==> config.mk <==
export PLATFORM = sky130hd
export DESIGN_NAME = async_handshake_top
export DESIGN_NICKNAME = d
export VERILOG_FILES = /design/src/rtl/async_hs_pkg.sv /design/src/rtl/async_handshake_top_hs_sync.sv /design/src/rtl/async_handshake_top.sv
export SDC_FILE = /design/constraint.sdc
export NUM_CORES = 1
export LEC_CHECK = 0
export BUFFER_PORTS_ARGS = -buffer_cell sky130_fd_sc_hd__buf_2
export CORE_ASPECT_RATIO = 0.6
export CORE_MARGIN = 3
export CORE_UTILIZATION = 35
export CTS_BUF_LIST = sky130_fd_sc_hd__clkbuf_8
export CTS_CLUSTER_DIAMETER = 50
export CTS_CLUSTER_SIZE = 25
export DETAILED_ROUTE_END_ITERATION = 12
export GPL_TIMING_DRIVEN = 0
export SLEW_MARGIN = 5
export SYNTH_ARGS = -nofsm -noshare
export SYNTH_HDL_FRONTEND = slang
export SYNTH_SLANG_ARGS = --single-unit
export TNS_END_PERCENT = 1
==> constraint.sdc <==
create_clock -name clk -period 1.27 [get_ports clk]
set_input_delay 0.1905 -clock clk [delete_from_list [all_inputs] [get_ports clk]]
set_output_delay 0.1905 -clock clk [all_outputs]
set_load 0.005 [all_outputs]
==> src/rtl/async_hs_pkg.sv <==
// Shared types and defaults for the req/ack handshake demo.
package async_hs_pkg;

  localparam int unsigned DATA_W_DEFAULT      = 4;
  localparam int unsigned SYNC_STAGES_DEFAULT = 2;

  localparam logic RW_WRITE = 1'b0;
  localparam logic RW_READ  = 1'b1;

  typedef enum logic [1:0] {
    M_IDLE,
    M_REQ,
    M_REL
  } m_state_e;

  typedef enum logic {
    S_IDLE,
    S_ACK
  } s_state_e;

endpackage

==> src/rtl/async_handshake_top_hs_sync.sv <==
// Multi-flop synchroniser for a single handshake level.
module hs_sync #(
  parameter int unsigned SYNC_STAGES = 2
) (
  input  logic clk,
  input  logic rst_n,
  input  logic d,
  output logic q
);

  logic [SYNC_STAGES-1:0] sync_q;
  logic [SYNC_STAGES-1:0] sync_d;

  always_comb begin
    sync_d = {sync_q[SYNC_STAGES-2:0], d};
  end

  always_ff @(posedge clk or negedge rst_n) begin
    if (!rst_n) sync_q <= '0;
    else        sync_q <= sync_d;
  end

  assign q = sync_q[SYNC_STAGES-1];

endmodule

==> src/rtl/async_handshake_top.sv <==
// Master/slave pair moving one word over a synchronised 4-phase req/ack handshake.
module async_handshake_top
  import async_hs_pkg::*;
#(
  parameter int unsigned DATA_W      = DATA_W_DEFAULT,
  parameter int unsigned SYNC_STAGES = SYNC_STAGES_DEFAULT
) (
  input  logic              clk,
  input  logic              rst,
  input  logic              start,
  input  logic              rw_in,
  input  logic [DATA_W-1:0] m_data_in,
  input  logic [DATA_W-1:0] s_data_in,
  output logic [DATA_W-1:0] m_rcvd_data,
  output logic [DATA_W-1:0] s_rcvd_data
);

  m_state_e          m_state_q, m_state_d;
  s_state_e          s_state_q, s_state_d;
  logic              start_q, start_d;
  logic              req_q, req_d;
  logic              ack_q, ack_d;
  logic              bus_rw_q, bus_rw_d;
  logic [DATA_W-1:0] bus_data_q, bus_data_d;
  logic [DATA_W-1:0] m_rcvd_q, m_rcvd_d;
  logic [DATA_W-1:0] s_rcvd_q, s_rcvd_d;
  logic              req_s, ack_s;
  logic              start_edge;

  hs_sync #(.SYNC_STAGES(SYNC_STAGES)) u_req_sync (
    .clk   (clk),
    .rst_n (rst),
    .d     (req_q),
    .q     (req_s)
  );

  hs_sync #(.SYNC_STAGES(SYNC_STAGES)) u_ack_sync (
    .clk   (clk),
    .rst_n (rst),
    .d     (ack_q),
    .q     (ack_s)
  );

  assign start_edge = start & ~start_q;

  // Both sides share one bus register; the slave only writes data while the master waits in REQ.
  always_comb begin
    m_state_d  = m_state_q;
    s_state_d  = s_state_q;
    start_d    = start;
    req_d      = req_q;
    ack_d      = ack_q;
    bus_rw_d   = bus_rw_q;
    bus_data_d = bus_data_q;
    m_rcvd_d   = m_rcvd_q;
    s_rcvd_d   = s_rcvd_q;

    case (m_state_q)
      M_IDLE: begin
        if (start_edge) begin
          bus_rw_d   = rw_in;
          bus_data_d = m_data_in;
          req_d      = 1'b1;
          m_state_d  = M_REQ;
        end
      end
      M_REQ: begin
        if (ack_s) begin
          if (bus_rw_q == RW_READ) m_rcvd_d = bus_data_q;
          req_d     = 1'b0;
          m_state_d = M_REL;
        end
      end
      M_REL: begin
        if (!ack_s) m_state_d = M_IDLE;
      end
      default: m_state_d = M_IDLE;
    endcase

    case (s_state_q)
      S_IDLE: begin
        if (req_s) begin
          if (bus_rw_q == RW_WRITE) s_rcvd_d   = bus_data_q;
          else                      bus_data_d = s_data_in;
          ack_d     = 1'b1;
          s_state_d = S_ACK;
        end
      end
      S_ACK: begin
        if (!req_s) begin
          ack_d     = 1'b0;
          s_state_d = S_IDLE;
        end
      end
      default: s_state_d = S_IDLE;
    endcase
  end

  always_ff @(posedge clk or negedge rst) begin
    if (!rst) begin
      m_state_q  <= M_IDLE;
      s_state_q  <= S_IDLE;
      start_q    <= 1'b0;
      req_q      <= 1'b0;
      ack_q      <= 1'b0;
      bus_rw_q   <= 1'b0;
      bus_data_q <= '0;
      m_rcvd_q   <= '0;
      s_rcvd_q   <= '0;
    end else begin
      m_state_q  <= m_state_d;
      s_state_q  <= s_state_d;
      start_q    <= start_d;
      req_q      <= req_d;
      ack_q      <= ack_d;
      bus_rw_q   <= bus_rw_d;
      bus_data_q <= bus_data_d;
      m_rcvd_q   <= m_rcvd_d;
      s_rcvd_q   <= s_rcvd_d;
    end
  end

  assign m_rcvd_data = m_rcvd_q;
  assign s_rcvd_data = s_rcvd_q;

endmodule

Word-level counts from Yosys, hierarchy flattened
Index checks and enable logic that the tools add are counted.

Flip-flop bits (word level): 23. Input bits: 12. Output and inout port bits: 8. Logic and storage cells: 46.

Equal/unequal tests: 7. Mux-type cells: 16. Bitwise gates (word level): 4. Reductions and logical operators: 8.

Operators by type and width (count): 4-bit two-way mux (5); 3-bit AND reduction (4); 2-bit two-way mux (3); 2-bit inequality test, second input constant (3); 2-bit case mux with 3 select lines (1); 1-bit two-way mux (5); 2-bit by 1-bit inequality test with 1-bit output, second input constant (2); 1-bit case mux with 2 select lines (2); 2-bit AND reduction (2); 1-bit inverter (3); 2-bit by 1-bit equality test with 1-bit output, second input constant (1); 2-bit equality test, second input constant (1); 2-bit logical NOT (1); 2-bit nonzero test (1); 1-bit bitwise AND (1).

Depth between registers and ports, before layout
Gate-level depths: netlist of run 1.

Depth after elaboration: 7. Gate-level depth with buffers: 3. Depth with buffers taken out: 3.

Cells and area by module
A second synthesis of run 1 with hierarchy kept.

Cell total of the unflattened synthesis: 59. Area, all modules: 859.6 um^2.

By module, submodules not included: async_handshake_top (instances 1, cells each 55, area an instance 759.5 um^2, sequential area each 475.5 um^2); hs_sync (instances 2, cells each 2, area an instance 50.0 um^2, sequential area each 50.0 um^2).

Worst setup path before layout of run 1
Ideal clock, no wire load.

Path type: reg-to-reg. From: register m_state_q[0]. To: register bus_rw_q. Arrival time: 1.264 ns. Data required time: 1.145 ns. Path slack: -0.118 ns. Stages on the path, launching flop included: 3. Cells stage by stage: dfrtp_1 > nor4b_4 > mux2_2.

Longest elaborated chain between the ends: 2.

RTL lines: from (decl) (line async_handshake_top.sv:18) `m_state_e m_state_q, m_state_d;`; from (signal assigned) (line async_handshake_top.sv:111) `m_state_q <= m_state_d;`; 2-bit logical NOT (line async_handshake_top.sv:58) `case (m_state_q)`; 2-bit AND reduction (no line); to (signal assigned) (line async_handshake_top.sv:116) `bus_rw_q <= bus_rw_d;`; to (decl) (line async_handshake_top.sv:23) `logic bus_rw_q, bus_rw_d;`.

Every way passes these cells. A chain may end at the register's enable or synchronous reset.

Final worst setup path of run 1
From: register m_state_q[1]. To: register bus_rw_q.

Same word-level chain as after synthesis.

==> metrics.log, run 1 <==
INFO  metric synthesized_area_divided_by_synthesized_cell_count = 14.55 sq um
INFO  metric cts_tree = built
INFO  metric route.layer.met1.wl = 801 um
INFO  metric netSwitchingFraction = 0.3014
INFO  metric drc = 0
INFO  metric setup_violations = 5
INFO  metric share_clk_of_total_power = 0.180
INFO  metric report.final.hold_viol_count = 0
INFO  metric placer_congestion = 0.7387
INFO  metric worst_slew_margin_rel = 0.6761
INFO  metric nNetsFinal = 98
INFO  metric dp.final_hpwl = 1164 um
INFO  metric number_of_antenna_violations_at_the_first_check_in_global_routing = 0
INFO  metric placed_cells = 108
INFO  metric worst_setup_path_end_kind = flop
INFO  metric run_status = complete, but fails checks
INFO  metric comb_power_share = 0.275
INFO  metric routed_wire_length = 1560 um
INFO  metric setup.reg_to_reg.worst_slack = -70 ps
INFO  metric grt_start_max_net_pins = 24
INFO  metric drive_gt1_frac = 0.4353
INFO  metric cts_made_buffers = 3
INFO  metric area_share_of_the_largest_cell_type_after_synthesis = 0.6706
INFO  metric clk_latency = 260 ps
INFO  metric worst_path_max_delay_cell = dfrtp_2
INFO  metric grt_pass1_wl = 2663 um
INFO  metric syn2layout_area_growth = 24.78%
INFO  metric finalClockSkew = 3.309 ps
INFO  metric hp-class = in -> reg
INFO  metric crit_family = flip-flops
INFO  metric drv_cap = 0
INFO  metric insertedDiodeCount = 0
INFO  metric overflow = 0
INFO  metric net-switching-power = 724.5 uW
INFO  metric critPathKind = reg -> reg
INFO  metric cp.buffers_inverters = 1
INFO  metric power-per-cell-area = 2245 nW/um^2
INFO  metric clock_sink_count = 23
INFO  metric sequential_to_total_area_share_from_yosys_stat = 0.6706
INFO  metric timing_worst_slew_pin_value = 485.8 ps
INFO  metric final_period_minus_worst_setup_slack = 1343 ps
INFO  metric synth.net_count = 71
INFO  metric maxSlewViolCount = 0
INFO  metric routed_via_density = 4.757
INFO  metric floorplan.initialDensity = 0.3824
INFO  metric die_area = 3102 sq um
INFO  metric timing.critical_path.required = 1420 ps
INFO  metric layout.core_utilization = 0.4771
INFO  metric grt.total_usage = 0.1177
INFO  metric synth.top_cells.by_area = dfrtp_1, mux2_2, mux2i_1
INFO  metric clock_transition_at_the_register_clock_pins_on_the_worst_setup_and_hold_paths_after_cts = 80 ps
INFO  metric layout.cells.most_common = dfrtp_1
INFO  metric cts_max_level = 1
INFO  metric critical-path-max-stage-delay = 460 ps
INFO  metric leakagePower = 0.4891 nW
INFO  metric peakVddDrop = 0.001118 V
INFO  metric drt-initial-drc-count = 17
INFO  metric detail-route-antenna-nets = 0
INFO  metric portBuffers = 19
INFO  metric path_cells = nor4b_4 > buf_4 > mux2_4
INFO  metric ioPinCount = 20
INFO  metric number_of_global_route_vias_before_repair = 542
INFO  metric data_arrival_critical_path = 1500 ps
INFO  metric worst-path-max-fanout = 5
INFO  metric finalSetupTns = -264.3 ps
INFO  metric post_synth_instance_area = 858.3 sq um
INFO  metric vias = 547
INFO  metric clockBufferDepth = 2
INFO  metric totalPowerFinal = 2.404 mW
INFO  metric fin_crit_sh = 1.057
INFO  metric netlist-cell-type-count = 14
INFO  metric core_area = 2245 sq um
INFO  metric failing_checks = setup timing
INFO  metric wl_met3 = 69 um
INFO  metric chipHeight = 44.36 um
INFO  metric ys_seq_elements = 23
INFO  metric wl_per_cell = 13.57 um
INFO  metric grt_setup_unrepaired = yes
INFO  metric power_report.internal_total = 1.679 mW
INFO  metric start_kind = flop
INFO  metric yosys_warnings = 0
INFO  metric top_cell_type_by_total_area_after_synthesis = dfrtp_1
INFO  metric synth_cells = 59
INFO  metric pwr-share-seq = 0.545
INFO  metric layout.cells.non_filler = 115
INFO  metric route.met2.wl = 671 um
INFO  metric floorplan.rows = 13
INFO  metric highest-signal-layer = met4
INFO  metric drt_first_pass_iters = 3
INFO  metric worst_slack = -72.82 ps
INFO  metric commonest_cells_after_routing_fill_and_taps_aside = dfrtp_1, buf_2, mux2_2
INFO  metric cts-root-buf = clkbuf_8
INFO  metric dieWidth = 69.93 um
INFO  metric max_freq = 744.7 MHz
[layer usage]
layer  up-vias  GRT usage
li1        258          -
met1       276     0.1538
met2        11     0.1764
met3         2    0.04989
met4         0    0.04580
met5         -          0
[cells in the mapped netlist, drive strengths merged]
library cell,number
mux2,9
inv,3
nand3b,1
mux2i,4
o21ai,2
nand4,1
dfrtp,23
nor4b,1
xnor2,1
nor3b,1
nor2,6
a31o,1
maj3,1
a21oi,5
[flip-flops by register name (all words and copies together) (netlist names), 2 cells and up]
name	count
bus_data_q	4
m_state_q	2
u_req_sync.sync_q	2
u_ack_sync.sync_q	2
m_rcvd_data	4
s_rcvd_data	4
[worst reg2reg max path, stage by stage (launching register included)]
cell     delay [ps]
dfrtp_2         460
nor4b_4         290
buf_4           190
mux2_4          290
[cells by family (layout without fill, tap and decap cells)]
kind of cell             count (synthesis)  in the layout  share of synthesized area
AO/OA/AOI/OAI                            8              8                    0.05102
XOR/XNOR                                 1              1                    0.01021
adder cells (fa/ha/maj)                  1              1                    0.01166
buffers and inverters                    3             29                    0.01312
flip-flops                              23             23                     0.6706
multiplexers                            13             13                     0.1647
AND/OR/NAND/NOR                         10             10                    0.07872
[power groups by stage]
stage | Sequential (mW) | Combinational [mW] | Clock (mW)
finish | 1.31 | 0.661 | 0.433
global route | 1.37 | 0.739 | 0.470
CTS | 1.32 | 0.674 | 0.444
detailed placement | 1.33 | 0.651 | 0
global placement | 1.31 | 0.632 | 0
floorplan | 1.26 | 0.418 | 0
[area by class of cell]
cell class | instances | area [sq um]
Clock buffer | 3 | 41.29
Clock inverter | 1 | 3.754
Fill cell | 206 | 1174
Inverter | 3 | 11.26
Multi-Input combinational cell | 33 | 280.3
Sequential cell | 23 | 576.8
Tap cell | 30 | 37.54
Timing Repair Buffer | 22 | 120.1
[final timing paths]
check | end | cells past startpoint | start
max | bus_rw_q | 3 | m_state_q[1]
min | start_q | 1 | start
max reg2reg | bus_rw_q | 3 | m_state_q[1]
min reg2reg | u_ack_sync.sync_q[1] | 0 | u_ack_sync.sync_q[0]
max in group asynchronous | m_state_q[1] | 2 | rst
min in group asynchronous | bus_data_q[3] | 2 | rst
[repair_timing]
item                                    CTS  global route
endpoints found under the setup margin    9            13
hold buffers                              1             0
gates resized for setup                   2             0
pin swaps                                 5             1
buffers inserted                          2             0
hold endpoints to repair                 23             0
[metrics by stage]
| step | setup slack [ps] | area [sq um] | hold WS (ps) |
|---|---|---|---|
| 2_1_floorplan | -70.65 | 862.1 | -105.1 |
| 3_3_place_gp | -182.4 | 994.7 | 181.2 |
| 3_5_place_dp | -194.3 | 994.7 | 187.9 |
| 4_1_cts | -64.82 | 1071 | 75.46 |
| 5_1_grt | -147.8 | 1071 | 77.90 |
| 6_report | -72.82 | 1071 | 77.05 |
Power figures use the tool's default switching activity.
==> run 2, diff against run 1 <==
--- a/config.mk
+++ b/config.mk
@@ -17,5 +17,6 @@
 export SLEW_MARGIN = 5
 export SYNTH_ARGS = -nofsm -noshare
 export SYNTH_HDL_FRONTEND = slang
+export SYNTH_HIERARCHICAL = 1
 export SYNTH_SLANG_ARGS = --single-unit
 export TNS_END_PERCENT = 1
==> run 2 against run 1 <==
  * The flow still finishes with violations (setup timing)
  * Global-route usage fell by 0.76 points
  * Clock power fell by 2%
  * Clock skew fell by 1.6 ps
  * Synthesized cell count did not move
  * Non-clock buffer count rose by 1
  * Largest power group unchanged
  * First-iteration DRC count fell by 24%
  * Critical path type unchanged
==> metrics.log, run 2 <==
INFO  metric run_status = complete, but fails checks
INFO  metric failing_checks = setup timing
INFO  metric commonest_cells_after_routing_fill_and_taps_aside = dfrtp_1, buf_2, mux2_2
INFO  metric finalClockSkew = 1.740 ps
INFO  metric floorplan.rows = 13
INFO  metric die_area = 3106 sq um
INFO  metric worst_slack = -31.48 ps
INFO  metric cts_made_buffers = 3
INFO  metric ys_seq_elements = 23
INFO  metric chipHeight = 44.39 um
INFO  metric layout.cells.non_filler = 116
INFO  metric portBuffers = 19
INFO  metric maxSlewViolCount = 0
INFO  metric finalHoldWorstSlack = 67.97 ps
INFO  metric r2r_cells = 3
INFO  metric max_freq = 768.4 MHz
INFO  metric clk_latency = 260 ps
INFO  metric worst-path-max-fanout = 6
INFO  metric hold_depth = 1
INFO  metric hp-class = in -> reg
INFO  metric synth_cells = 59
INFO  metric layout.cells.most_common = dfrtp_1
INFO  metric timing.critical_path.required = 1420 ps
INFO  metric vias = 522
INFO  metric drc = 0
INFO  metric grt_setup_unrepaired = yes
INFO  metric worst_slew_margin_rel = 0.6719
INFO  metric ioPinCount = 20
INFO  metric async_reset_ff_frac = 1.000
INFO  metric placed_cells = 108
INFO  metric overflow = 0
INFO  metric netlist-cell-type-count = 15
INFO  metric synth.top_cells.by_area = dfrtp_1, mux2_2, mux2i_1
INFO  metric number_of_antenna_violations_at_the_first_check_in_global_routing = 0
INFO  metric grt_start_max_net_pins = 24
INFO  metric grt.total_usage = 0.1101
INFO  metric synth.net_count = 71
INFO  metric yosys-top-cells-count = dfrtp_1, mux2_2, nor2_1
INFO  metric clock_sink_count = 23
INFO  metric cts-root-buf = clkbuf_8
INFO  metric drv_cap = 0
INFO  metric start_kind = flop
INFO  metric syn2layout_area_growth = 27.07%
INFO  metric synth_flop_cell = dfrtp_1
INFO  metric insertedDiodeCount = 0
INFO  metric final_period_minus_worst_setup_slack = 1301 ps
INFO  metric worst_setup_path_end_kind = flop
INFO  metric cts_max_level = 1
INFO  metric detail-route-antenna-nets = 0
INFO  metric top_cell_type_by_total_area_after_synthesis = dfrtp_1
INFO  metric floorplan.initialDensity = 0.3829
INFO  metric synth_edf_count = 0
INFO  metric synthesized_area_divided_by_synthesized_cell_count = 14.57 sq um
INFO  metric setup.reg_to_reg.worst_slack = -30 ps
INFO  metric wl_per_cell = 12.88 um
INFO  metric nNetsFinal = 99
INFO  metric routed_via_density = 4.500
INFO  metric leakagePower = 0.4973 nW
INFO  metric post_synth_instance_area = 859.6 sq um
INFO  metric routed_wire_length = 1494 um
INFO  metric placement.setup.worst_slack = -237.5 ps
INFO  metric dieWidth = 69.98 um
INFO  metric yosys_warnings = 6
INFO  metric peakVddDrop = 0.0008023 V
INFO  metric sequential_to_total_area_share_from_yosys_stat = 0.6696
INFO  metric finalSetupTns = -52.39 ps
INFO  metric power-per-cell-area = 2244 nW/um^2
INFO  metric area_share_of_the_largest_cell_type_after_synthesis = 0.6696
INFO  metric core_area = 2245 sq um
INFO  metric timing_worst_slew_pin_value = 492.2 ps
INFO  metric clock_transition_at_the_register_clock_pins_on_the_worst_setup_and_hold_paths_after_cts = 70 ps
INFO  metric drt_first_pass_iters = 3
INFO  metric cts_tree = built
INFO  metric drive_gt1_frac = 0.4651
INFO  metric placer_congestion = 0.6889
INFO  metric clockBufferDepth = 2
INFO  metric data_arrival_critical_path = 1450 ps
INFO  metric layout.core_utilization = 0.4866
INFO  metric report.final.hold_viol_count = 0
INFO  metric drt-initial-drc-count = 13
INFO  metric number_of_global_route_vias_before_repair = 520
INFO  metric synth.most_common_cell = dfrtp_1
INFO  metric fin_crit_sh = 1.025
INFO  metric setup_violations = 4
INFO  metric grt_pass1_wl = 2546 um
INFO  metric critPathKind = reg -> reg
[run 2: changes by cell type after synthesis, sizes merged]
cell / before / now
nor2: 6 / 5
a31oi: 0 / 1
inv: 3 / 4
a21oi: 5 / 4
[run 2: cell type report]
cell class                      count  area, sq um
Fill cell                         202         1152
Sequential cell                    23        579.3
Multi-Input combinational cell     32        284.0
Timing Repair Buffer               23        131.4
Clock buffer                        3        41.29
Tap cell                           30        37.54
Inverter                            4        15.01
Clock inverter                      1        3.754
[run 2: final timing paths]
| path | end | startpoint |
|---|---|---|
| setup / recovery | bus_rw_q | m_state_q[0] |
| max in group asynchronous | m_state_q[0] | rst |
| setup reg to reg | bus_rw_q | m_state_q[0] |
| hold / removal | start_q | start |
| hold reg to reg | u_ack_sync/sync_q[1] | u_ack_sync/sync_q[0] |
| min in group asynchronous | m_rcvd_data[3] | rst |
[run 2: power by group]
part           switching [mW]  internal, mW  leakage, nW
sequential              0.243          1.07        0.259
clock                   0.208         0.215       0.0269
combinational           0.276         0.441        0.211
total                   0.727          1.72        0.497
[run 2: per-layer routing]
metal  vias to the layer above  part of all wire  track usage
li1                        262                 -            -
met1                       247              0.49       0.1478
met2                        13              0.43       0.1614
met3                         0             0.078      0.06349
met4                         0                 0      0.01145
met5                         -                 0            0
[run 2: critical path: stages, from the launching register on]
cell and delay [ps]:
dfrtp_2 430, nor4b_4 290, buf_6 170, mux2_4 290
[run 2: logic make-up (layout without fill, tap and decap cells)]
kind of cell             after synthesis  after routing  synth area share
XOR/XNOR                               1              1           0.01019
AO/OA/AOI/OAI                          8              8           0.05241
AND/OR/NAND/NOR                        9              9           0.07425
buffers and inverters                  4             31           0.01746
multiplexers                          13             13            0.1645
flip-flops                            23             23            0.6696
adder cells (fa/ha/maj)                1              1           0.01165
[run 2: timing repair]
item | 4_1_cts | 5_1_grt
hold buffers | 1 | 0
gates resized for setup | 4 | 2
gates cloned | 0 | 0
setup buffers | 3 | 0
pin swaps | 2 | 3
hold endpoints to repair | 23 | 0
setup endpoints to repair | 10 | 13
[run 2: stage by stage]
step                      area, sq um  power [mW]
after floorplan                 863.3       1.677
after global placement          996.0       1.935
after detailed placement        996.0       1.969
after CTS                        1090       2.486
after global routing             1092       2.623
final                            1092       2.452
==> run 3, diff against run 2 <==
--- a/config.mk
+++ b/config.mk
@@ -14,6 +14,7 @@
 export CTS_CLUSTER_SIZE = 25
 export DETAILED_ROUTE_END_ITERATION = 12
 export GPL_TIMING_DRIVEN = 0
+export PLACE_DENSITY = 0.7
 export SLEW_MARGIN = 5
 export SYNTH_ARGS = -nofsm -noshare
 export SYNTH_HDL_FRONTEND = slang
==> run 3 against run 2 <==
  * The run still ends with setup timing left
  * Clock skew grew 2.0 ps
  * Clock power is essentially flat
  * Global-route usage up 0.79 points
  * Sequential share of layout area fell by 0.24 points
  * Cell count up 0.86%
  * Power barely moved
  * Critical endpoint unchanged
  * Highest routed layer is now met4
==> metrics.log, run 3 (synthesis gave the netlist of run 2 again) <==
INFO  metric run_status = complete, but fails checks
INFO  metric failing_checks = setup timing
INFO  metric insertedDiodeCount = 0
INFO  metric routed_via_density = 4.778
INFO  metric setup_violations = 12
INFO  metric placed_cells = 108
INFO  metric setup.reg_to_reg.worst_slack = -50 ps
INFO  metric worst_setup_path_end_kind = flop
INFO  metric grt_use_met1 = 0.1371
INFO  metric max_freq = 757.3 MHz
INFO  metric dp.final_hpwl = 1175 um
INFO  metric floorplan.rows = 13
INFO  metric floorplan.initialDensity = 0.3829
INFO  metric drv_cap = 0
INFO  metric hp-class = in -> reg
INFO  metric clockBufferDepth = 2
INFO  metric nNetsFinal = 100
INFO  metric power-per-cell-area = 2240 nW/um^2
INFO  metric detail-route-antenna-nets = 0
INFO  metric grt.busiest_layer = met2
INFO  metric globalRouteMet3Util = 0.05442
INFO  metric maxSlewViolCount = 0
INFO  metric r2r_cells = 3
INFO  metric core_area = 2245 sq um
INFO  metric clock_sink_count = 23
INFO  metric overflow = 0
INFO  metric cts-root-buf = clkbuf_8
INFO  metric clock_transition_at_the_register_clock_pins_on_the_worst_setup_and_hold_paths_after_cts = 70 ps
INFO  metric critical_path.reg2reg.endpoint = bus_rw_q
INFO  metric worst_slew_margin_rel = 0.6712
INFO  metric clk_latency = 260 ps
INFO  metric cts_max_level = 1
INFO  metric layout.cells.most_common = dfrtp_1
INFO  metric startpoint_of_the_worst_slack_reg_to_reg_timing_path = start_q
INFO  metric chipHeight = 44.39 um
INFO  metric gr-usage-met2 = 0.2064
INFO  metric final_period_minus_worst_setup_slack = 1320 ps
INFO  metric report.final.hold_viol_count = 0
INFO  metric ioPinCount = 20
INFO  metric finalClockSkew = 3.740 ps
INFO  metric worst_setup_path_startpoint = start_q
INFO  metric grt_pass1_wl = 2697 um
INFO  metric peakVddDrop = 0.0009603 V
INFO  metric syn2layout_area_growth = 27.37%
INFO  metric start_kind = flop
INFO  metric timing.critical_path.required = 1420 ps
INFO  metric drt-initial-drc-count = 8
INFO  metric grt_start_max_net_pins = 24
INFO  metric worst-path-max-fanout = 4
INFO  metric dieWidth = 69.98 um
INFO  metric fin_crit_sh = 1.040
INFO  metric number_of_global_route_vias_before_repair = 580
INFO  metric worst_slack = -50.46 ps
INFO  metric drc = 0
INFO  metric grt.total_usage = 0.1180
INFO  metric drive_gt1_frac = 0.4598
INFO  metric timing_worst_slew_pin_value = 493.3 ps
INFO  metric portBuffers = 19
INFO  metric critPathKind = reg -> reg
INFO  metric layout.cells.non_filler = 117
INFO  metric cts_tree = built
INFO  metric die_area = 3106 sq um
INFO  metric routed_wire_length = 1635 um
INFO  metric cts_made_buffers = 3
INFO  metric placer_congestion = 0.6435
INFO  metric wl_per_cell = 13.97 um
INFO  metric leakagePower = 0.5028 nW
INFO  metric critPathCapture = bus_rw_q
INFO  metric data_arrival_critical_path = 1470 ps
INFO  metric commonest_cells_after_routing_fill_and_taps_aside = dfrtp_1, buf_2, mux2_2
INFO  metric vias = 559
INFO  metric layout.core_utilization = 0.4877
INFO  metric drt_first_pass_iters = 2
INFO  metric grt_setup_unrepaired = yes
INFO  metric number_of_antenna_violations_at_the_first_check_in_global_routing = 0
[run 3: worst min-delay path by stage]
stage	slack [ps]	endpoint	startpoint	cells past startpoint
after global placement	180	u_req_sync/sync_q[0]	rst	1
after floorplan	-110	ack_q	rst	0
after detailed placement	180	u_req_sync/sync_q[0]	rst	1
after CTS	70	start_q	start	1
final	70	start_q	start	1
after global routing	60	start_q	start	1
[run 3: power by group]
group          internal [mW]  total (mW)  switching, mW
logic                  0.444       0.738          0.294
clock network          0.215       0.425          0.209
registers               1.07        1.29          0.224
total                   1.73        2.45          0.728
[run 3: routing by layer]
metal  vias to the layer above  share of wire
met3                         2          0.067
met5                         -              0
li1                        259              -
met2                        16           0.46
met4                         0         0.0049
met1                       282           0.47
[run 3: worst max-delay path, cell delays in order, from the launching register on]
cell and delay [ps]:
dfrtp_1 410, nor4b_4 300, buf_4 200, mux2_4 300
[run 3: layout make-up]
cell class,count,area [sq um]
clock buffers,3,41.29
clock inverters,1,3.754
fillers,221,1150
inverters,4,15.01
multi-input cells,32,284.0
flip-flops and latches,23,578.1
well taps,30,37.54
repair buffers,24,135.1
[run 3: repair_timing]
action | in CTS | in global routing
buffers inserted | 4 | 0
hold buffers | 1 | 0
pin swaps | 6 | 0
hold endpoints to repair | 23 | 0
setup endpoints to repair | 14 | 13
resized for setup | 3 | 1
[run 3: metrics by stage]
stage               setup TNS (ps)  instance area (sq um)  total power, mW  hold WS, ps  worst slack, ps
floorplan                   -452.8                  863.3            1.677       -105.1           -91.91
global placement             -2625                  996.0            1.925        182.6           -335.3
detailed placement           -3057                  996.0            1.965        180.6           -383.8
CTS                         -140.6                   1094            2.474        68.49           -29.72
global route                -936.0                   1095            2.641        56.38           -130.8
finish                      -164.8                   1095            2.453        74.16           -50.46
